<file path="src/rtl/arm_pkg.sv">
// Shared ARM core definitions: ALU command encodings, the decoded control word
// and the ID/EXE pipeline-control action decode.
package arm_pkg;

    localparam int unsigned CMD_W = 4;

    typedef enum logic [CMD_W-1:0] {
        EXE_ADD = 4'b0000,
        EXE_ADC = 4'b0001,
        EXE_SUB = 4'b0011,
        EXE_SBC = 4'b0100,
        EXE_AND = 4'b0101,
        EXE_ORR = 4'b0110,
        EXE_EOR = 4'b0111,
        EXE_CMP = 4'b1000,
        EXE_TST = 4'b1001,
        EXE_LDR = 4'b1010,
        EXE_STR = 4'b1011
    } exe_cmd_t;

    // exe_cmd kept as a raw vector so unlisted encodings pass through untouched
    typedef struct packed {
        logic [CMD_W-1:0] exe_cmd;
        logic             mem_read;
        logic             mem_write;
        logic             wb_en;
        logic             s;
        logic             b;
    } ctrl_word_t;

    localparam ctrl_word_t CTRL_NOP = '0;

    typedef struct packed {
        ctrl_word_t ctrl;
        logic       valid;
    } ctrl_slot_t;

    typedef enum logic [2:0] {
        ACT_FREEZE,
        ACT_FLUSH,
        ACT_BUBBLE,
        ACT_SQUASH,
        ACT_LOAD
    } pipe_action_t;

    // Fixed priority: freeze > flush > hazard bubble > condition-fail squash > load
    function automatic pipe_action_t decode_action(
        input logic freeze,
        input logic flush,
        input logic hazard,
        input logic valid,
        input logic cond_pass
    );
        pipe_action_t act;
        act = ACT_LOAD;
        if (freeze)                 act = ACT_FREEZE;
        else if (flush)             act = ACT_FLUSH;
        else if (hazard)            act = ACT_BUBBLE;
        else if (valid && !cond_pass) act = ACT_SQUASH;
        return act;
    endfunction

endpackage

</file>
<file path="src/rtl/pipe_reg.sv">
// Generic pipeline register: async active-low reset, enable, synchronous clear.
// Clear only acts on enabled edges, so a hold always dominates a clear.
module pipe_reg #(
    parameter int unsigned W = 1
) (
    input  logic         clk,
    input  logic         rst,
    input  logic         en,
    input  logic         clr,
    input  logic [W-1:0] d,
    output logic [W-1:0] q
);

    always_ff @(posedge clk or negedge rst) begin
        if (!rst) begin
            q <= '0;
        end else if (en) begin
            if (clr) q <= '0;
            else     q <= d;
        end
    end

endmodule

</file>
<file path="src/rtl/id_exe_reg.sv">
// ID/EXE pipeline register: captures the decoded control word and ID operands,
// applying freeze / flush / hazard bubble / condition-fail squash in priority order.
module id_exe_reg
    import arm_pkg::*;
#(
    parameter int unsigned DW = 32,
    parameter int unsigned RW = 4
) (
    input  logic          clk,
    input  logic          rst,
    input  logic          freeze,
    input  logic          flush,
    input  logic          hazard,
    input  logic          cond_pass,
    input  logic [3:0]    exe_cmd_in,
    input  logic          mem_read_in,
    input  logic          mem_write_in,
    input  logic          wb_en_in,
    input  logic          s_in,
    input  logic          b_in,
    input  logic [DW-1:0] pc_in,
    input  logic [DW-1:0] val_rn_in,
    input  logic [DW-1:0] val_rm_in,
    input  logic          imm_in,
    input  logic [11:0]   shift_operand_in,
    input  logic [23:0]   simm24_in,
    input  logic [RW-1:0] dest_in,
    input  logic [RW-1:0] src1_in,
    input  logic [RW-1:0] src2_in,
    input  logic          carry_in,
    input  logic          valid_in,
    output logic [3:0]    exe_cmd_out,
    output logic          mem_read_out,
    output logic          mem_write_out,
    output logic          wb_en_out,
    output logic          s_out,
    output logic          b_out,
    output logic [DW-1:0] pc_out,
    output logic [DW-1:0] val_rn_out,
    output logic [DW-1:0] val_rm_out,
    output logic          imm_out,
    output logic [11:0]   shift_operand_out,
    output logic [23:0]   simm24_out,
    output logic [RW-1:0] dest_out,
    output logic [RW-1:0] src1_out,
    output logic [RW-1:0] src2_out,
    output logic          carry_out,
    output logic          valid_out,
    output logic [15:0]   bubble_cnt
);

    localparam int unsigned SHIFT_W = 12;
    localparam int unsigned SIMM_W  = 24;
    localparam int unsigned CNT_W   = 16;

    typedef struct packed {
        logic [DW-1:0]      pc;
        logic [DW-1:0]      val_rn;
        logic [DW-1:0]      val_rm;
        logic               imm;
        logic [SHIFT_W-1:0] shift_operand;
        logic [SIMM_W-1:0]  simm24;
        logic [RW-1:0]      dest;
        logic [RW-1:0]      src1;
        logic [RW-1:0]      src2;
        logic               carry;
    } data_word_t;

    localparam int unsigned CTRL_W = $bits(ctrl_slot_t);
    localparam int unsigned DATA_W = $bits(data_word_t);

    pipe_action_t action;
    logic         en;
    logic         ctrl_clr;
    logic         data_clr;
    ctrl_slot_t   ctrl_d;
    ctrl_slot_t   ctrl_q;
    data_word_t   data_d;
    data_word_t   data_q;

    // Single action decode drives the enables and clears of both register banks
    always_comb begin
        action   = decode_action(freeze, flush, hazard, valid_in, cond_pass);
        en       = 1'b1;
        ctrl_clr = 1'b0;
        data_clr = 1'b0;

        // Branches may present X on exe_cmd; store 0 so X never reaches EXE
        ctrl_d.ctrl.exe_cmd   = b_in ? CMD_W'(0) : exe_cmd_in;
        ctrl_d.ctrl.mem_read  = mem_read_in;
        ctrl_d.ctrl.mem_write = mem_write_in;
        ctrl_d.ctrl.wb_en     = wb_en_in;
        ctrl_d.ctrl.s         = s_in;
        ctrl_d.ctrl.b         = b_in;
        ctrl_d.valid          = valid_in;

        case (action)
            ACT_FREEZE: en = 1'b0;
            ACT_FLUSH: begin
                ctrl_clr = 1'b1;
                data_clr = 1'b1;
            end
            ACT_BUBBLE: ctrl_clr = 1'b1;
            ACT_SQUASH: begin
                ctrl_d.ctrl.mem_read  = 1'b0;
                ctrl_d.ctrl.mem_write = 1'b0;
                ctrl_d.ctrl.wb_en     = 1'b0;
                ctrl_d.ctrl.s         = 1'b0;
                ctrl_d.ctrl.b         = 1'b0;
                ctrl_d.valid          = 1'b1;
            end
            default: ;
        endcase
    end

    always_comb begin
        data_d.pc            = pc_in;
        data_d.val_rn        = val_rn_in;
        data_d.val_rm        = val_rm_in;
        data_d.imm           = imm_in;
        data_d.shift_operand = shift_operand_in;
        data_d.simm24        = simm24_in;
        data_d.dest          = dest_in;
        data_d.src1          = src1_in;
        data_d.src2          = src2_in;
        data_d.carry         = carry_in;
    end

    pipe_reg #(.W(CTRL_W)) u_ctrl_reg (
        .clk (clk),
        .rst (rst),
        .en  (en),
        .clr (ctrl_clr),
        .d   (ctrl_d),
        .q   (ctrl_q)
    );

    pipe_reg #(.W(DATA_W)) u_data_reg (
        .clk (clk),
        .rst (rst),
        .en  (en),
        .clr (data_clr),
        .d   (data_d),
        .q   (data_q)
    );

    // Saturating bubble counter; only a real bubble (not flush/freeze) counts
    always_ff @(posedge clk or negedge rst) begin
        if (!rst) begin
            bubble_cnt <= '0;
        end else if (action == ACT_BUBBLE && bubble_cnt != {CNT_W{1'b1}}) begin
            bubble_cnt <= bubble_cnt + CNT_W'(1);
        end
    end

    assign exe_cmd_out       = ctrl_q.ctrl.exe_cmd;
    assign mem_read_out      = ctrl_q.ctrl.mem_read;
    assign mem_write_out     = ctrl_q.ctrl.mem_write;
    assign wb_en_out         = ctrl_q.ctrl.wb_en;
    assign s_out             = ctrl_q.ctrl.s;
    assign b_out             = ctrl_q.ctrl.b;
    assign valid_out         = ctrl_q.valid;
    assign pc_out            = data_q.pc;
    assign val_rn_out        = data_q.val_rn;
    assign val_rm_out        = data_q.val_rm;
    assign imm_out           = data_q.imm;
    assign shift_operand_out = data_q.shift_operand;
    assign simm24_out        = data_q.simm24;
    assign dest_out          = data_q.dest;
    assign src1_out          = data_q.src1;
    assign src2_out          = data_q.src2;
    assign carry_out         = data_q.carry;

`ifndef SYNTHESIS
    // Upstream must never request a load and a store in the same instruction
    a_no_rd_wr: assert property (@(posedge clk) disable iff (!rst)
                                 !(mem_read_in && mem_write_in))
        else $error("id_exe_reg: mem_read_in and mem_write_in both high");
`endif

endmodule

</file>
<file path="config.mk">
export PLATFORM = sky130hd
export DESIGN_NAME = id_exe_reg
export DESIGN_NICKNAME = d
export VERILOG_FILES = /design/src/rtl/arm_pkg.sv /design/src/rtl/pipe_reg.sv /design/src/rtl/id_exe_reg.sv
export SDC_FILE = /design/constraint.sdc
export NUM_CORES = 1
export LEC_CHECK = 0
export BUFFER_PORTS_ARGS = -buffer_cell sky130_fd_sc_hd__buf_2
export CAP_MARGIN = 20
export CORE_AREA = 2 2 129 131
export CTS_CLUSTER_SIZE = 16
export DETAILED_ROUTE_END_ITERATION = 10
export DIE_AREA = 0 0 131 133
export GPL_ROUTABILITY_DRIVEN = 0
export PLACE_DENSITY = 0.8
export RECOVER_POWER = 50
export SYNTH_ARGS = -nofsm -noshare
export SYNTH_HDL_FRONTEND = slang
export SYNTH_HIERARCHICAL = 1
export SYNTH_SLANG_ARGS = --single-unit
</file>
<file path="constraint.sdc">
create_clock -name clk -period 2.5 [get_ports clk]
set_clock_uncertainty 0.2 [all_clocks]
set_input_delay 0.5 -clock clk [delete_from_list [all_inputs] [get_ports clk]]
set_output_delay 0.5 -clock clk [all_outputs]
set_load 0.01 [all_outputs]
</file>
# After elaboration in Yosys (flattened, before gate mapping)
# Index checks and enable logic that the tools add are counted.
[totals]
register_bits = 172
input_bits = 162
wordCells = 23
[classes]
add_sub_neg = 1
n_eq_ne = 4
n_mux = 10
reduce_logical = 5
[ops]
columns = ["op", "n"]
rows = [
  ["two-way mux 146 bit", 1],
  ["adder 16 x 1 -> 16 bit (second input constant)", 1],
  ["inequality test 16 bit (second input constant)", 1],
  ["two-way mux 3 bit", 4],
  ["two-way mux 10 bit", 1],
  ["equality test 3 x 2 -> 1 bit (second input constant)", 2],
  ["two-way mux 6 bit", 1],
  ["two-way mux 4 bit", 1],
  ["equality test 3 x 1 -> 1 bit (second input constant)", 1],
  ["logical NOT 3 bit", 1],
  ["logical AND 1 bit", 2],
  ["two-way mux 1 bit", 2],
  ["OR reduction 2 bit", 1],
  ["logical NOT 1 bit", 1],
]

# Depth between registers and ports, before layout
# Gate-level depths: netlist (run 1).
[depth]
ltp_word = 10
depth_mapped = 5
mapped_depth_nobuf = 5

# Hierarchy
# Netlist (run 1), hierarchy kept.
[by_module_without_submodules]
columns = ["mod", "n_inst", "cells_per_inst", "area_each_um2", "seq_area_each_um2"]
rows = [
  ["pipe_reg at u_data_reg", 1, 632, 6259.8, 3653.5],
  ["id_exe_reg", 1, 85, 883.3, 400.4],
  ["pipe_reg at u_ctrl_reg", 1, 42, 431.7, 250.2],
]

# Least setup slack after synthesis (run 1)
# No wires, ideal clock.
[synth_timing]
path_kind = "register -> register"
startpoint = "reg bubble_cnt[0]"
endpoint = "reg bubble_cnt[9]"
setup_time_ps = 132
t_arrival_ps = 1602
t_required_ps = 2168
slack_ps = 567
path_stages_with_launch = 6
n_path_buf = 0
period_less_slack_ps = 1933
cell_sequence = "dfrtp_1 ha_1 nand4_2 o41ai_4 nor3_1 xor2_1"
[synth_via]
elab_chain_cells = 2
word_cells_on_any_way = 3
cone_classes = "add/sub: 1; eq/ne: 1; reduce/logical: 1"
[synth_rtl]
columns = ["element", "line_no", "source"]
rows = [
  ["from (decl)", "id_exe_reg.sv:49", "output logic [15:0] bubble_cnt"],
  ["from (signal assigned)", "id_exe_reg.sv:152", "bubble_cnt <= bubble_cnt + CNT_W'(1);"],
  ["branches (longest 2 deep; another with adder 16 x 1 -> 16 bit)", "-", ""],
]
# Parallel ways; which one is timed is not known.
# A chain may end at the register's enable or synchronous reset.

# Worst setup path after layout (run 1)
[layout_timing]
startpoint = "in freeze"
endpoint = "reg u_data_reg.q[76]"
[layout_via]
elab_chain_cells = 4
word_cells_on_any_way = 5
cone_classes = "eq/ne: 1; mux: 3; reduce/logical: 1"
[layout_rtl]
columns = ["element", "line_no", "source"]
rows = [
  ["from (decl)", "id_exe_reg.sv:11", "input logic freeze,"],
  ["two-way mux 3 bit", "arm_pkg.sv:56", "if (freeze) act = ACT_FREEZE;"],
  ["equality test 3 x 1 -> 1 bit", "id_exe_reg.sv:97", "case (action)"],
  ["two-way mux 1 bit", "id_exe_reg.sv:97", ""],
  ["named net data_clr", "id_exe_reg.sv:75", "logic data_clr;"],
  ["two-way mux 146 bit", "pipe_reg.sv:18", "if (clr) q <= '0;"],
  ["to (signal assigned)", "pipe_reg.sv:16", "q <= '0;"],
  ["to (signal assigned)", "pipe_reg.sv:18", ""],
  ["to (signal assigned)", "pipe_reg.sv:19", "else q <= d;"],
  ["to (decl)", "pipe_reg.sv:11", "output logic [W-1:0] q"],
]
# The timed path passes the listed nets, and every way through them passes these cells.

==> results of run 1 <==
layer usage:
| layer | track usage, % | share of wire (%) | wire length (um) | vias up |
|---|---|---|---|---|
| met4 | 9.46 | 2.8 | 522 | 0 |
| li1 | - | - | - | 3082 |
| met5 | 0 | 0 | 0 | - |
| met3 | 5.70 | 6.8 | 1280 | 39 |
| met2 | 34.1 | 49 | 9310 | 230 |
| met1 | 26.7 | 41 | 7720 | 2913 |
report_power, final:
group / switching [mW] / leakage (nW) / internal [mW]
clock network: 1.06 / 0.304 / 1.73
registers: 0.167 / 2.18 / 3.05
logic: 0.619 / 2.70 / 0.483
total: 1.84 / 5.19 / 5.27
cells in the final DEF, fill, tap and decap left out, types with 3 or more instances in the layout:
cell type / count
sky130_fd_sc_hd__o21ai_0: 151
sky130_fd_sc_hd__clkinv_4: 4
sky130_fd_sc_hd__xnor2_1: 9
sky130_fd_sc_hd__buf_2: 330
sky130_fd_sc_hd__o21ai_1: 5
sky130_fd_sc_hd__buf_4: 4
sky130_fd_sc_hd__bufinv_16: 4
sky130_fd_sc_hd__clkbuf_1: 5
sky130_fd_sc_hd__clkbuf_2: 3
sky130_fd_sc_hd__nor2b_1: 5
sky130_fd_sc_hd__buf_12: 6
sky130_fd_sc_hd__nand4_1: 6
sky130_fd_sc_hd__nand3_1: 5
sky130_fd_sc_hd__xor2_1: 6
sky130_fd_sc_hd__dfrtp_1: 172
sky130_fd_sc_hd__nand2_1: 11
sky130_fd_sc_hd__nor2_1: 4
sky130_fd_sc_hd__and2_1: 5
sky130_fd_sc_hd__nand3b_1: 156
sky130_fd_sc_hd__clkbuf_16: 17
sky130_fd_sc_hd__inv_1: 156
cells by family (layout without fill, tap and decap cells):
logic type               Yosys count  in the layout  share of synthesized area, %
flip-flops                       172            172                          56.8
buffers and inverters            208            535                          11.1
adder cells (fa/ha/maj)            1              1                         0.165
AO/OA/AOI/OAI                    159            159                          10.9
XOR/XNOR                          15             15                          1.73
AND/OR/NAND/NOR                  204            204                          19.2
through the flow:
stage / worst slack [ps] / util, % / power, mW
after floorplan: 567 / - / 3.80
after global placement: 504 / 58.6 / 4.36
after detailed placement: 442 / 58.6 / 4.40
after CTS: 431 / 62.5 / 7.21
after global routing: 247 / 62.2 / 7.47
final: 409 / 62.2 / 7.11
worst max-delay path, delay by kind of cell:
family / cells / cell delay, ps
compound gates: 1 / 130
simple gates: 2 / 470
buf+inv: 2 / 1000
state kept, by name, indices dropped and copies added (netlist names):
name / count
u_ctrl_reg/q: 10
u_data_reg/q: 146
bubble_cnt: 16
cell type report:
class,instances,area [um^2],share of cell area (%)
clock inverter,10,164,1.63
clock buffer,22,464,4.62
tap,220,275,2.74
sequential,172,4300,42.8
timing repair buffer,346,1830,18.2
inverter,157,594,5.91
multi-input combinational,379,2420,24.0
how the worst max path moves through the flow:
| stage | from | end | slack, ps | cells past startpoint |
|---|---|---|---|---|
| after floorplan | bubble_cnt[0] | bubble_cnt[9] | 570 | 5 |
| after detailed placement | bubble_cnt[0] | bubble_cnt[9] | 440 | 5 |
| final | freeze | u_data_reg/q[76] | 410 | 5 |
| after CTS | bubble_cnt[0] | bubble_cnt[9] | 430 | 5 |
| after global placement | bubble_cnt[0] | bubble_cnt[9] | 500 | 5 |
| after global routing | rst | u_data_reg/q[8] | 250 | 3 |
timing repair:
action,4_1_cts,5_1_grt
buffers inserted,0,0
endpoints found under the hold margin,44,0
hold buffers,1,0
==> qor.json, run 1 <==
{
  "outcome": {
    "outcome": "finished, final reports clean"
  },
  "clocking": {
    "cts.clk_slew.worst_paths_ps": 70,
    "cts-resized-gates": 0,
    "worst_skew_pair.late_latency_ps": 420,
    "h-tree-depth": 4,
    "cts_sinks": 172,
    "tritoncts_clock_tree": "built",
    "numCtsBuffers": 17,
    "ctsRootBufferMaster": "sky130_fd_sc_hd__clkbuf_16",
    "cts_max_path_buffers": 2
  },
  "worst_setup_path": {
    "path_cells": "clkbuf_1, nor2b_1, clkbuf_2, nand3b_1, o21ai_0",
    "reg2reg_setup_slack_ps": 430,
    "slowest_stage": "sky130_fd_sc_hd__clkbuf_2",
    "setup.worst_path.end_class": "flop",
    "reg2regPathDepth": 5,
    "crit_path_max_fanout": 73,
    "r2r_start": "bubble_cnt[0]",
    "cpPeakStageDelay_ps": 870,
    "r2r-end": "bubble_cnt[9]",
    "timing.critical_path.required_ps": 2550,
    "cp_data_arrival_time_ps": 2150,
    "timing.setup.critical_path_class": "primary input to flop",
    "critPathLaunchType": "primary input"
  },
  "power_and_ir_drop": {
    "worst_ir_drop_vdd_mv": 0.415,
    "power.static_leakage_nw": 5.19,
    "power.density_nw_per_um2": 707
  },
  "routing": {
    "number_of_nets_still_failing_antenna_checks_after_routing": 0,
    "vias": 6264,
    "route.final.wire_length_um": 18800,
    "drt_iter0_drc": 369,
    "detailedRoute.firstPassIterationCount": 5,
    "drt-vias-per-instance": 4.80,
    "average_wire_length_per_cell_after_detail_routing_um": 14.4,
    "drc": 0
  },
  "sta": {
    "setup_viol": 0,
    "timing_worst_slew_pin_value_ps": 1300,
    "finalHoldViolCount": 0,
    "setup_total_negative_slack_ps": 0,
    "fin_crit_ps": 2090,
    "final-max-slew-violation-count": 0,
    "hold_ws_ps": 113,
    "min_period_over_period_pct": 83.7,
    "relSlewSlack_pct": 13.4,
    "grt_setup_unrepaired": "no",
    "max_clock_freq_mhz": 478
  },
  "die": {
    "die-width_um": 131,
    "floorplan_die_area_um2": 17400,
    "core_ar_um2": 16200,
    "vertical_die_dimension_um": 133,
    "placementRows": 47,
    "design.portCount": 334,
    "initial_core_util_pct": 46.8
  },
  "place": {
    "dpl-instance-area_um2": 9470,
    "place.detailed.hpwl_um": 13300,
    "placed_cells": 1273,
    "port-buffer-count": 333
  },
  "layout": {
    "number_of_nets_at_the_end_of_the_flow": 1236,
    "stdcell_area_um2": 10100,
    "n_fill_cell": 1347,
    "final-instance-count-excl-fill": 1306,
    "layout-area-overhead-vs-synth_pct": 32.7,
    "drive_gt1_share_pct": 34.6,
    "n_antenna_cell": 0
  },
  "worst_hold_path": {
    "whs_path_depth": 3,
    "hold_end": "u_data_reg/q[54]",
    "holdCritStartpoint": "val_rm_in[4]",
    "min-delay-path-class": "primary input to flop"
  },
  "synthesis": {
    "ys_warn_count": 6,
    "synth_top_area_share_pct": 56.8,
    "synth_enable_flop_cells": 0,
    "netlist_top_cells_count": "sky130_fd_sc_hd__dfrtp_1, sky130_fd_sc_hd__inv_1, sky130_fd_sc_hd__nand3b_1, sky130_fd_sc_hd__o21ai_0, sky130_fd_sc_hd__buf_2",
    "synth-seq-area-share_pct": 56.8,
    "post_synth.cell_area_avg_um2": 9.98,
    "synth.lib_cells_used.distinct": 30,
    "synth_top_cells_by_area": "sky130_fd_sc_hd__dfrtp_1, sky130_fd_sc_hd__nand3b_1, sky130_fd_sc_hd__o21ai_0",
    "ys_async_sr_fraction_pct": 100,
    "library_cell_occupying_the_most_area_in_the_post_synthesis_netlist": "sky130_fd_sc_hd__dfrtp_1",
    "ys.flop_type": "sky130_fd_sc_hd__dfrtp_1",
    "post_synthesis_net_count": 922,
    "post_synth_instance_area_um2": 7570,
    "synth_most_common_cell": "sky130_fd_sc_hd__dfrtp_1",
    "ys_ff_latch": 172,
    "mapped_cells": 759
  },
  "global_routing": {
    "first_global_vias": 5938,
    "grt.overflow.total": 0,
    "antenna_found_initial": 0,
    "grt_start_max_net_pins": 109,
    "global_route.usage.total_pct": 21.2,
    "grt_first_pass_wirelength_um": 29100
  },
  "run": {
    "max-cap-violations": 0
  }
}
Note: power is estimated with default switching activity, not from simulation.
==> run 2, diff against run 1 <==
--- a/config.mk
+++ b/config.mk
@@ -5,6 +5,7 @@
 export SDC_FILE = /design/constraint.sdc
 export NUM_CORES = 1
 export LEC_CHECK = 0
+export ABC_AREA = 1
 export BUFFER_PORTS_ARGS = -buffer_cell sky130_fd_sc_hd__buf_2
 export CAP_MARGIN = 20
 export CORE_AREA = 2 2 129 131
@@ -12,7 +13,7 @@
 export DETAILED_ROUTE_END_ITERATION = 10
 export DIE_AREA = 0 0 131 133
 export GPL_ROUTABILITY_DRIVEN = 0
-export PLACE_DENSITY = 0.8
+export PLACE_DENSITY = 0.79
 export RECOVER_POWER = 50
 export SYNTH_ARGS = -nofsm -noshare
 export SYNTH_HDL_FRONTEND = slang
==> constraint.sdc (replaced) <==
create_clock -name clk -period 2 [get_ports clk]
set_clock_uncertainty 0.2 [all_clocks]
set_input_delay 0.4 -clock clk [delete_from_list [all_inputs] [get_ports clk]]
set_output_delay 0.4 -clock clk [all_outputs]
set_load 0.01 [all_outputs]
==> qor.json, run 2 <==
{
  "outcome": {
    "outcome": {"value": "finished, final reports clean", "change": "unchanged"}
  },
  "die": {
    "initial_core_util": {"value": 45.9, "unit": "%", "change": "was 46.8%"},
    "floorplan_die_area": {"value": 17400, "unit": "um^2", "change": "unchanged"},
    "design.portCount": {"value": 334, "change": "unchanged"},
    "vertical_die_dimension": {"value": 133, "unit": "um", "change": "unchanged"},
    "core_ar": {"value": 16200, "unit": "um^2", "change": "unchanged"},
    "die-width": {"value": 131, "unit": "um", "change": "unchanged"},
    "placementRows": {"value": 47, "change": "unchanged"}
  },
  "worst_setup_path": {
    "critical_path.endpoint": {"value": "u_data_reg/q[104]", "change": "was u_data_reg/q[76]"},
    "reg2regPathDepth": {"value": 8, "change": "was 5"},
    "critPathLaunchType": {"value": "primary input", "change": "unchanged"},
    "timing.critical_path.required": {"value": 2160, "unit": "ps", "change": "was 2550 ps"},
    "timing.setup.critical_path_class": {"value": "primary input to flop", "change": "unchanged"},
    "setup.worst_path.end_class": {"value": "flop", "change": "unchanged"},
    "crit_path_max_fanout": {"value": 146, "change": "was 73"},
    "launch_point_of_the_critical_path": {"value": "flush", "change": "was freeze"},
    "reg2reg_setup_slack": {"value": 230, "unit": "ps", "change": "was 430 ps"},
    "cp_data_arrival_time": {"value": 1940, "unit": "ps", "change": "was 2150 ps"},
    "r2r_start": {"value": "bubble_cnt[1]", "change": "was bubble_cnt[0]"},
    "r2r-end": {"value": "bubble_cnt[14]", "change": "was bubble_cnt[9]"}
  },
  "routing": {
    "average_wire_length_per_cell_after_detail_routing": {"value": 15.4, "unit": "um", "change": "was 14.4 um"},
    "drt_iter0_drc": {"value": 433, "change": "was 369"},
    "number_of_nets_still_failing_antenna_checks_after_routing": {"value": 0, "change": "unchanged"},
    "detailedRoute.firstPassIterationCount": {"value": 7, "change": "was 5"},
    "drc": {"value": 0, "change": "unchanged"},
    "route.final.wire_length": {"value": 23000, "unit": "um", "change": "was 18,800 um"},
    "drt-vias-per-instance": {"value": 5.02, "change": "was 4.80"},
    "vias": {"value": 7471, "change": "was 6,264"}
  },
  "layout": {
    "layout_top_registers": {"value": "u_data_reg/q (146), bubble_cnt (16), u_ctrl_reg/q (10)", "change": "unchanged"},
    "layout-area-overhead-vs-synth": {"value": 42.4, "unit": "%", "change": "was 32.7%"},
    "layout.cells.most_common_list": {"value": "sky130_fd_sc_hd__nand2_1, sky130_fd_sc_hd__buf_2, sky130_fd_sc_hd__dfrtp_1, sky130_fd_sc_hd__nand3_1, sky130_fd_sc_hd__dlygate4sd3_1", "change": "was sky130_fd_sc_hd__buf_2, sky130_fd_sc_hd__dfrtp_1, sky130_fd_sc_hd__inv_1, sky130_fd_sc_hd__nand3b_1, sky130_fd_sc_hd__o21ai_0"},
    "max_reg_flops": {"value": 146, "change": "unchanged"},
    "final_core_utilization": {"value": 65.4, "unit": "%", "change": "was 62.2%"},
    "final_common_cell": {"value": "sky130_fd_sc_hd__nand2_1", "change": "was sky130_fd_sc_hd__buf_2"},
    "drive_gt1_share": {"value": 30.9, "unit": "%", "change": "was 34.6%"},
    "stdcell_area": {"value": 10600, "unit": "um^2", "change": "was 10,100 um^2"},
    "number_of_nets_at_the_end_of_the_flow": {"value": 1416, "change": "was 1,236"},
    "largest-register": {"value": "u_data_reg/q", "change": "unchanged"}
  },
  "run": {
    "max-cap-violations": {"value": 0, "change": "unchanged"}
  },
  "clocking": {
    "tritoncts_clock_tree": {"value": "built", "change": "unchanged"},
    "worst_skew_pair.late_latency": {"value": 420, "unit": "ps", "change": "about the same"},
    "cts_sinks": {"value": 172, "change": "unchanged"},
    "cts-resized-gates": {"value": 0, "change": "unchanged"},
    "h-tree-depth": {"value": 4, "change": "unchanged"},
    "numCtsBuffers": {"value": 17, "change": "unchanged"},
    "cts_max_path_buffers": {"value": 2, "change": "unchanged"},
    "cts_setup_buffers": {"value": 0, "change": "unchanged"},
    "ctsRootBufferMaster": {"value": "sky130_fd_sc_hd__clkbuf_16", "change": "unchanged"},
    "cts_hold_buffers": {"value": 90, "change": "was 1"},
    "cts.clk_slew.worst_paths": {"value": 70, "unit": "ps", "change": "about the same"}
  },
  "synthesis": {
    "synth_top_cells_by_area": {"value": "sky130_fd_sc_hd__dfrtp_1, sky130_fd_sc_hd__nand2_1, sky130_fd_sc_hd__nand3_1", "change": "was sky130_fd_sc_hd__dfrtp_1, sky130_fd_sc_hd__nand3b_1, sky130_fd_sc_hd__o21ai_0"},
    "mapped_cells": {"value": 848, "change": "was 759"},
    "netlist_top_cells_count": {"value": "sky130_fd_sc_hd__nand2_1, sky130_fd_sc_hd__dfrtp_1, sky130_fd_sc_hd__nand3_1, sky130_fd_sc_hd__buf_6, sky130_fd_sc_hd__nor2_1", "change": "was sky130_fd_sc_hd__dfrtp_1, sky130_fd_sc_hd__inv_1, sky130_fd_sc_hd__nand3b_1, sky130_fd_sc_hd__o21ai_0, sky130_fd_sc_hd__buf_2"},
    "synth.lib_cells_used.distinct": {"value": 22, "change": "was 30"},
    "synth_enable_flop_cells": {"value": 0, "change": "unchanged"},
    "library_cell_occupying_the_most_area_in_the_post_synthesis_netlist": {"value": "sky130_fd_sc_hd__dfrtp_1", "change": "unchanged"},
    "synth_top_area_share": {"value": 57.9, "unit": "%", "change": "was 56.8%"},
    "post_synthesis_net_count": {"value": 1011, "change": "was 922"},
    "ys_ff_latch": {"value": 172, "change": "unchanged"},
    "ys.flop_type": {"value": "sky130_fd_sc_hd__dfrtp_1", "change": "unchanged"},
    "synth_most_common_cell": {"value": "sky130_fd_sc_hd__nand2_1", "change": "was sky130_fd_sc_hd__dfrtp_1"},
    "synth-seq-area-share": {"value": 57.9, "unit": "%", "change": "was 56.8%"},
    "ys_async_sr_fraction": {"value": 100, "unit": "%", "change": "unchanged"},
    "post_synth.cell_area_avg": {"value": 8.76, "unit": "um^2", "change": "was 9.98 um^2"},
    "post_synth_instance_area": {"value": 7430, "unit": "um^2", "change": "was 7570 um^2"},
    "ys_warn_count": {"value": 6, "change": "unchanged"}
  },
  "sta": {
    "fin_crit_ps": 1790,
    "min_period_over_period_pct": 89.5,
    "setup_viol": {"value": 0, "change": "unchanged"},
    "final-max-slew-violation-count": {"value": 0, "change": "unchanged"},
    "timing_worst_slew_pin_value": {"value": 1110, "unit": "ps", "change": "was 1300 ps"},
    "grt_setup_unrepaired": {"value": "no", "change": "unchanged"},
    "setup_total_negative_slack": {"value": 0, "unit": "ps", "change": "unchanged"},
    "finalHoldViolCount": {"value": 0, "change": "unchanged"},
    "hold_ws": {"value": 11.7, "unit": "ps", "change": "was 113 ps"},
    "relSlewSlack": {"value": 26.0, "unit": "%", "change": "was 13.4%"},
    "max_clock_freq_mhz": 559
  },
  "global_routing": {
    "antenna_found_initial": {"value": 1, "change": "was 0"},
    "first_global_vias": {"value": 7549, "change": "was 5,938"},
    "grt_first_pass_wirelength": {"value": 36200, "unit": "um", "change": "was 29,100 um"},
    "grt.overflow.total": {"value": 0, "change": "unchanged"},
    "global_route.usage.total": {"value": 26.2, "unit": "%", "change": "was 21.2%"},
    "grt_start_max_net_pins": {"value": 147, "change": "was 109"}
  },
  "place": {
    "place.detailed.hpwl": {"value": 14200, "unit": "um", "change": "was 13,300 um"},
    "dpl-instance-area": {"value": 9120, "unit": "um^2", "change": "was 9470 um^2"},
    "port-buffer-count": {"value": 333, "change": "unchanged"}
  },
  "worst_hold_path": {
    "min-delay-path-class": {"value": "primary input to flop", "change": "unchanged"}
  },
  "power_and_ir_drop": {
    "power.density": {"value": 839, "unit": "nW/um^2", "change": "was 707 nW/um^2"},
    "worst_ir_drop_vdd": {"value": 0.577, "unit": "mV", "change": "was 0.415 mV"},
    "post-layout-total-power": {"value": 8.87, "unit": "mW", "change": "was 7.11 mW"},
    "power.static_leakage": {"value": 6.00, "unit": "nW", "change": "was 5.19 nW"}
  }
}
==> run 2: cell count changes in the layout (fill, tap and decap cells not counted), sizes merged, moves of 6 or more <==
cell	before	now
dlygate4sd3	1	90
inv	156	32
nand2	11	381
nand3	5	164
nand3b	156	0
nor2	4	28
o21ai	156	5
xor2	6	0
==> run 2: final cells by class <==
cell class	count	area, um^2
tap	220	275
clock inverter	13	155
sequential	172	4300
timing repair buffer	438	2750
inverter	29	123
antenna	1	2.50
fill	1217	5590
multi-input combinational	595	2540
clock buffer	19	433
==> run 2: report_power, final <==
| part | leakage [nW] | switching (mW) | internal [mW] |
|---|---|---|---|
| logic | 3.53 | 0.869 | 0.674 |
| clock network | 0.277 | 1.44 | 1.87 |
| registers | 2.19 | 0.215 | 3.80 |
| total | 6.00 | 2.52 | 6.35 |
==> run 2: how the worst min path moves through the flow <==
stage	start	depth (start not counted)	endpoint
after floorplan	rst	0	bubble_cnt[0]
after global placement	rst	1	u_data_reg/q[93]
after detailed placement	rst	1	u_data_reg/q[93]
after CTS	val_rn_in[5]	3	u_data_reg/q[87]
after global routing	pc_in[17]	3	u_data_reg/q[131]
final	pc_in[19]	3	u_data_reg/q[133]
==> run 2: cells by family (layout without fill, tap and decap cells) <==
| family | count (synthesis) | after routing | share of synthesized area (%) |
|---|---|---|---|
| DFF | 172 | 172 | 57.9 |
| adders and majority gates | 1 | 1 | 0.168 |
| other | 0 | 1 | 0 |
| buffers and inverters | 81 | 499 | 7.88 |
| AOI/OAI and AO/OA | 6 | 6 | 0.556 |
| xor gates and xnor gates | 7 | 7 | 0.825 |
| and+or+nand+nor | 581 | 581 | 32.6 |
==> run 2: metal layers <==
| metal | up-vias | track usage (%) | routed length [um] |
|---|---|---|---|
| met5 | - | 0 | 13 |
| met4 | 2 | 13.7 | 992 |
| met3 | 90 | 7.00 | 1940 |
| met2 | 371 | 42.3 | 11100 |
| met1 | 3506 | 31.8 | 8930 |
| li1 | 3502 | - | - |
==> run 2: critical path, cell delays in order <==
cell,delay [ps]
sky130_fd_sc_hd__buf_2,100
sky130_fd_sc_hd__inv_1,90
sky130_fd_sc_hd__nor2_1,80
sky130_fd_sc_hd__inv_4,50
sky130_fd_sc_hd__buf_6,640
sky130_fd_sc_hd__nand3_1,240
sky130_fd_sc_hd__nand2_1,130
==> run 2: metrics by stage <==
step	setup slack, ps	cells
CTS	216	1486
floorplan	213	848
global route	64.4	1486
global placement	272	1364
detailed placement	193	1364
finish	211	1487
==> run 3, diff against run 2 <==
--- a/config.mk
+++ b/config.mk
@@ -5,7 +5,7 @@
 export SDC_FILE = /design/constraint.sdc
 export NUM_CORES = 1
 export LEC_CHECK = 0
-export ABC_AREA = 1
+export ABC_AREA = 0
 export BUFFER_PORTS_ARGS = -buffer_cell sky130_fd_sc_hd__buf_2
 export CAP_MARGIN = 20
 export CORE_AREA = 2 2 129 131
@@ -13,7 +13,7 @@
 export DETAILED_ROUTE_END_ITERATION = 10
 export DIE_AREA = 0 0 131 133
 export GPL_ROUTABILITY_DRIVEN = 0
-export PLACE_DENSITY = 0.79
+export PLACE_DENSITY = 0.8
 export RECOVER_POWER = 50
 export SYNTH_ARGS = -nofsm -noshare
 export SYNTH_HDL_FRONTEND = slang
==> qor.json, run 3 (same netlist as run 1, synthesis figures left out) <==
{
  "outcome": {
    "outcome": {"value": "finished, final reports clean", "change": "unchanged"}
  },
  "routing": {
    "number_of_nets_still_failing_antenna_checks_after_routing": {"value": 0, "change": "unchanged"},
    "drc": {"value": 0, "change": "unchanged"},
    "vias": {"value": 6650, "change": "was 7,471"},
    "route.final.wire_length": {"value": 20200, "unit": "um", "change": "was 23,000 um"},
    "drt_iter0_drc": {"value": 409, "change": "was 433"},
    "detailedRoute.firstPassIterationCount": {"value": 5, "change": "was 7"},
    "drt-vias-per-instance": {"value": 4.90, "change": "was 5.02"},
    "average_wire_length_per_cell_after_detail_routing": {"value": 14.9, "unit": "um", "change": "was 15.4 um"}
  },
  "die": {
    "placementRows": {"value": 47, "change": "unchanged"},
    "initial_core_util": {"value": 46.8, "unit": "%", "change": "was 45.9%"},
    "die-width": {"value": 131, "unit": "um", "change": "unchanged"},
    "floorplan_die_area": {"value": 17400, "unit": "um^2", "change": "unchanged"},
    "design.portCount": {"value": 334, "change": "unchanged"},
    "core_ar": {"value": 16200, "unit": "um^2", "change": "unchanged"},
    "vertical_die_dimension": {"value": 133, "unit": "um", "change": "unchanged"}
  },
  "worst_setup_path": {
    "cpPeakStageDelay": {"value": 550, "unit": "ps", "change": "was 640 ps"},
    "r2r-end": {"value": "bubble_cnt[9]", "change": "was bubble_cnt[14]"},
    "setup.worst_path.end_class": {"value": "flop", "change": "unchanged"},
    "timing.critical_path.required": {"value": 2100, "unit": "ps", "change": "was 2160 ps"},
    "crit_path_max_fanout": {"value": 7, "change": "was 146"},
    "reg2reg_setup_slack": {"value": 150, "unit": "ps", "change": "was 230 ps"},
    "cp_data_arrival_time": {"value": 1950, "unit": "ps", "change": "was 1940 ps"},
    "r2r_start": {"value": "bubble_cnt[8]", "change": "was bubble_cnt[1]"},
    "critical_path.n_buffers_inverters": {"value": 0, "change": "was 4"},
    "reg2regPathDepth": {"value": 4, "change": "was 8"},
    "critPathLaunchType": {"value": "flop", "change": "was primary input"},
    "path_cells": {"value": "nand4_1, o41ai_4, nor3_1, xor2_1", "change": "was buf_2, inv_1, nor2_1, inv_4, buf_6, nand3_1, nand2_1"},
    "slowest_stage": {"value": "sky130_fd_sc_hd__o41ai_4", "change": "was sky130_fd_sc_hd__buf_6"},
    "critPathTopFamily": {"value": "compound AO/OA/AOI/OAI gates", "change": "was buffers and inverters"},
    "timing.setup.critical_path_class": {"value": "flop to flop", "change": "was primary input to flop"}
  },
  "place": {
    "port-buffer-count": {"value": 333, "change": "unchanged"},
    "place.detailed.hpwl": {"value": 13600, "unit": "um", "change": "was 14,200 um"},
    "placed_cells": {"value": 1279, "change": "was 1,364"},
    "pre_cts_slack": {"value": 9.95, "unit": "ps", "change": "was 193 ps"}
  },
  "sta": {
    "setup_total_negative_slack": {"value": 0, "unit": "ps", "change": "unchanged"},
    "relSlewSlack": {"value": 30.0, "unit": "%", "change": "was 26.0%"},
    "final-max-slew-violation-count": {"value": 0, "change": "unchanged"},
    "max_clock_freq": {"value": 541, "unit": "MHz", "change": "was 559 MHz"},
    "fin_crit": {"value": 1850, "unit": "ps", "change": "was 1790 ps"},
    "min_period_over_period": {"value": 92.4, "unit": "%", "change": "was 89.5%"},
    "setup_viol": {"value": 0, "change": "unchanged"},
    "timing_worst_slew_pin_value": {"value": 1050, "unit": "ps", "change": "was 1110 ps"},
    "grt_setup_unrepaired": {"value": "no", "change": "unchanged"},
    "finalHoldViolCount": {"value": 0, "change": "unchanged"},
    "final_critical_path_setup_slack": {"value": 152, "unit": "ps", "change": "was 211 ps"}
  },
  "worst_hold_path": {
    "whs_path_depth": {"value": 3, "change": "unchanged"},
    "holdCritStartpoint": {"value": "simm24_in[3]", "change": "was pc_in[19]"},
    "min-delay-path-class": {"value": "primary input to flop", "change": "unchanged"},
    "hold_end": {"value": "u_data_reg/q[16]", "change": "was u_data_reg/q[133]"}
  },
  "clocking": {
    "worst_skew_pair.late_latency": {"value": 420, "unit": "ps", "change": "about the same"},
    "ctsRootBufferMaster": {"value": "sky130_fd_sc_hd__clkbuf_16", "change": "unchanged"},
    "tritoncts_clock_tree": {"value": "built", "change": "unchanged"},
    "h-tree-depth": {"value": 4, "change": "unchanged"},
    "cts_max_path_buffers": {"value": 2, "change": "unchanged"},
    "cts_sinks": {"value": 172, "change": "unchanged"},
    "cts.clk_slew.worst_paths": {"value": 70, "unit": "ps", "change": "about the same"},
    "numCtsBuffers": {"value": 17, "change": "unchanged"}
  },
  "global_routing": {
    "first_global_vias": {"value": 6617, "change": "was 7,549"},
    "grt_start_max_net_pins": {"value": 107, "change": "was 147"},
    "global_route.usage.total": {"value": 23.2, "unit": "%", "change": "was 26.2%"},
    "grt_first_pass_wirelength": {"value": 31900, "unit": "um", "change": "was 36,200 um"},
    "grt.overflow.total": {"value": 0, "change": "unchanged"},
    "antenna_found_initial": {"value": 0, "change": "was 1"}
  },
  "run": {
    "max-cap-violations": {"value": 0, "change": "unchanged"}
  },
  "layout": {
    "n_antenna_cell": {"value": 0, "change": "was 1"},
    "layout-area-overhead-vs-synth": {"value": 38.7, "unit": "%", "change": "was 42.4%"},
    "drive_gt1_share": {"value": 34.1, "unit": "%", "change": "was 30.9%"},
    "largest-register": {"value": "u_data_reg/q", "change": "unchanged"},
    "layout.cells.most_common_list": {"value": "sky130_fd_sc_hd__buf_2, sky130_fd_sc_hd__dfrtp_1, sky130_fd_sc_hd__inv_1, sky130_fd_sc_hd__nand3b_1, sky130_fd_sc_hd__o21ai_0", "change": "was sky130_fd_sc_hd__nand2_1, sky130_fd_sc_hd__buf_2, sky130_fd_sc_hd__dfrtp_1, sky130_fd_sc_hd__nand3_1, sky130_fd_sc_hd__dlygate4sd3_1"},
    "layout_top_registers": {"value": "u_data_reg/q (146), bubble_cnt (16), u_ctrl_reg/q (10)", "change": "unchanged"},
    "final_common_cell": {"value": "sky130_fd_sc_hd__buf_2", "change": "was sky130_fd_sc_hd__nand2_1"},
    "max_reg_flops": {"value": 146, "change": "unchanged"},
    "final_core_utilization": {"value": 65.0, "unit": "%", "change": "was 65.4%"},
    "n_fill_cell": {"value": 1269, "change": "was 1,217"},
    "number_of_nets_at_the_end_of_the_flow": {"value": 1288, "change": "was 1,416"},
    "final-instance-count-excl-fill": {"value": 1358, "change": "was 1,487"}
  },
  "power_and_ir_drop": {
    "power.static_leakage": {"value": 5.40, "unit": "nW", "change": "was 6.00 nW"},
    "worst_ir_drop_vdd": {"value": 0.571, "unit": "mV", "change": "was 0.577 mV"},
    "power.density": {"value": 857, "unit": "nW/um^2", "change": "was 839 nW/um^2"}
  }
}
## run 3: cell types whose count changed in the layout (fill, tap and decap cells not counted), sizes merged, moves of 44 or more
cell | previous run | this run
nand2 | 381 | 11
inv | 32 | 161
nand3 | 164 | 5
nand3b | 0 | 156
dlygate4sd3 | 90 | 46
o21ai | 5 | 156
## run 3: timing repair
action	CTS	global route
buffers inserted	0	1
hold endpoints to repair	81	0
endpoints found under the setup margin	0	5
hold buffers	46	0
resized for setup	0	0
## run 3: final cells by class
class                   instances  area, um^2  area share (%)
flip-flops and latches        172        4300            41.0
multi-input cells             379        2420            23.0
repair buffers                398        2290            21.8
inverters                     157         594            5.66
clock buffers                  19         443            4.21
well taps                     220         275            2.62
clock inverters                13         181            1.73
## run 3: where the power goes
part	total (mW)	leakage, nW	switching (mW)	internal, mW
combinational	1.51	2.92	0.823	0.682
clock	3.48	0.308	1.44	2.04
sequential	4.02	2.18	0.201	3.82
## run 3: worst max-delay path by stage
stage / from / to / cells after the start
3_3_place_gp: bubble_cnt[0] / bubble_cnt[9] / 5
2_1_floorplan: bubble_cnt[0] / bubble_cnt[9] / 5
5_1_grt: freeze / bubble_cnt[15] / 5
4_1_cts: bubble_cnt[1] / bubble_cnt[9] / 5
3_5_place_dp: bubble_cnt[1] / bubble_cnt[9] / 5
6_report: bubble_cnt[8] / bubble_cnt[9] / 4
## run 3: per-stage QoR
step / cell area (um^2) / hold slack, ps / power [mW]
2_1_floorplan: 7570 / -95.6 / 4.75
3_3_place_gp: 9500 / 125 / 5.48
3_5_place_dp: 9500 / 128 / 5.53
4_1_cts: 10600 / 1.59 / 9.12
5_1_grt: 10500 / 7.81 / 9.46
6_report: 10500 / 19.0 / 9.00
## run 3: routing by layer
metal / track usage (%) / routed length, um
met5: 0 / 0
met4: 13.0 / 874
met3: 6.47 / 1380
met2: 38.0 / 9880
met1: 27.1 / 8110
## run 3: worst reg2reg max path, stage by stage, from the launching register on
cell and delay [ps]:
sky130_fd_sc_hd__dfrtp_1 440, sky130_fd_sc_hd__nand4_1 240, sky130_fd_sc_hd__o41ai_4 550, sky130_fd_sc_hd__nor3_1 130, sky130_fd_sc_hd__xor2_1 160
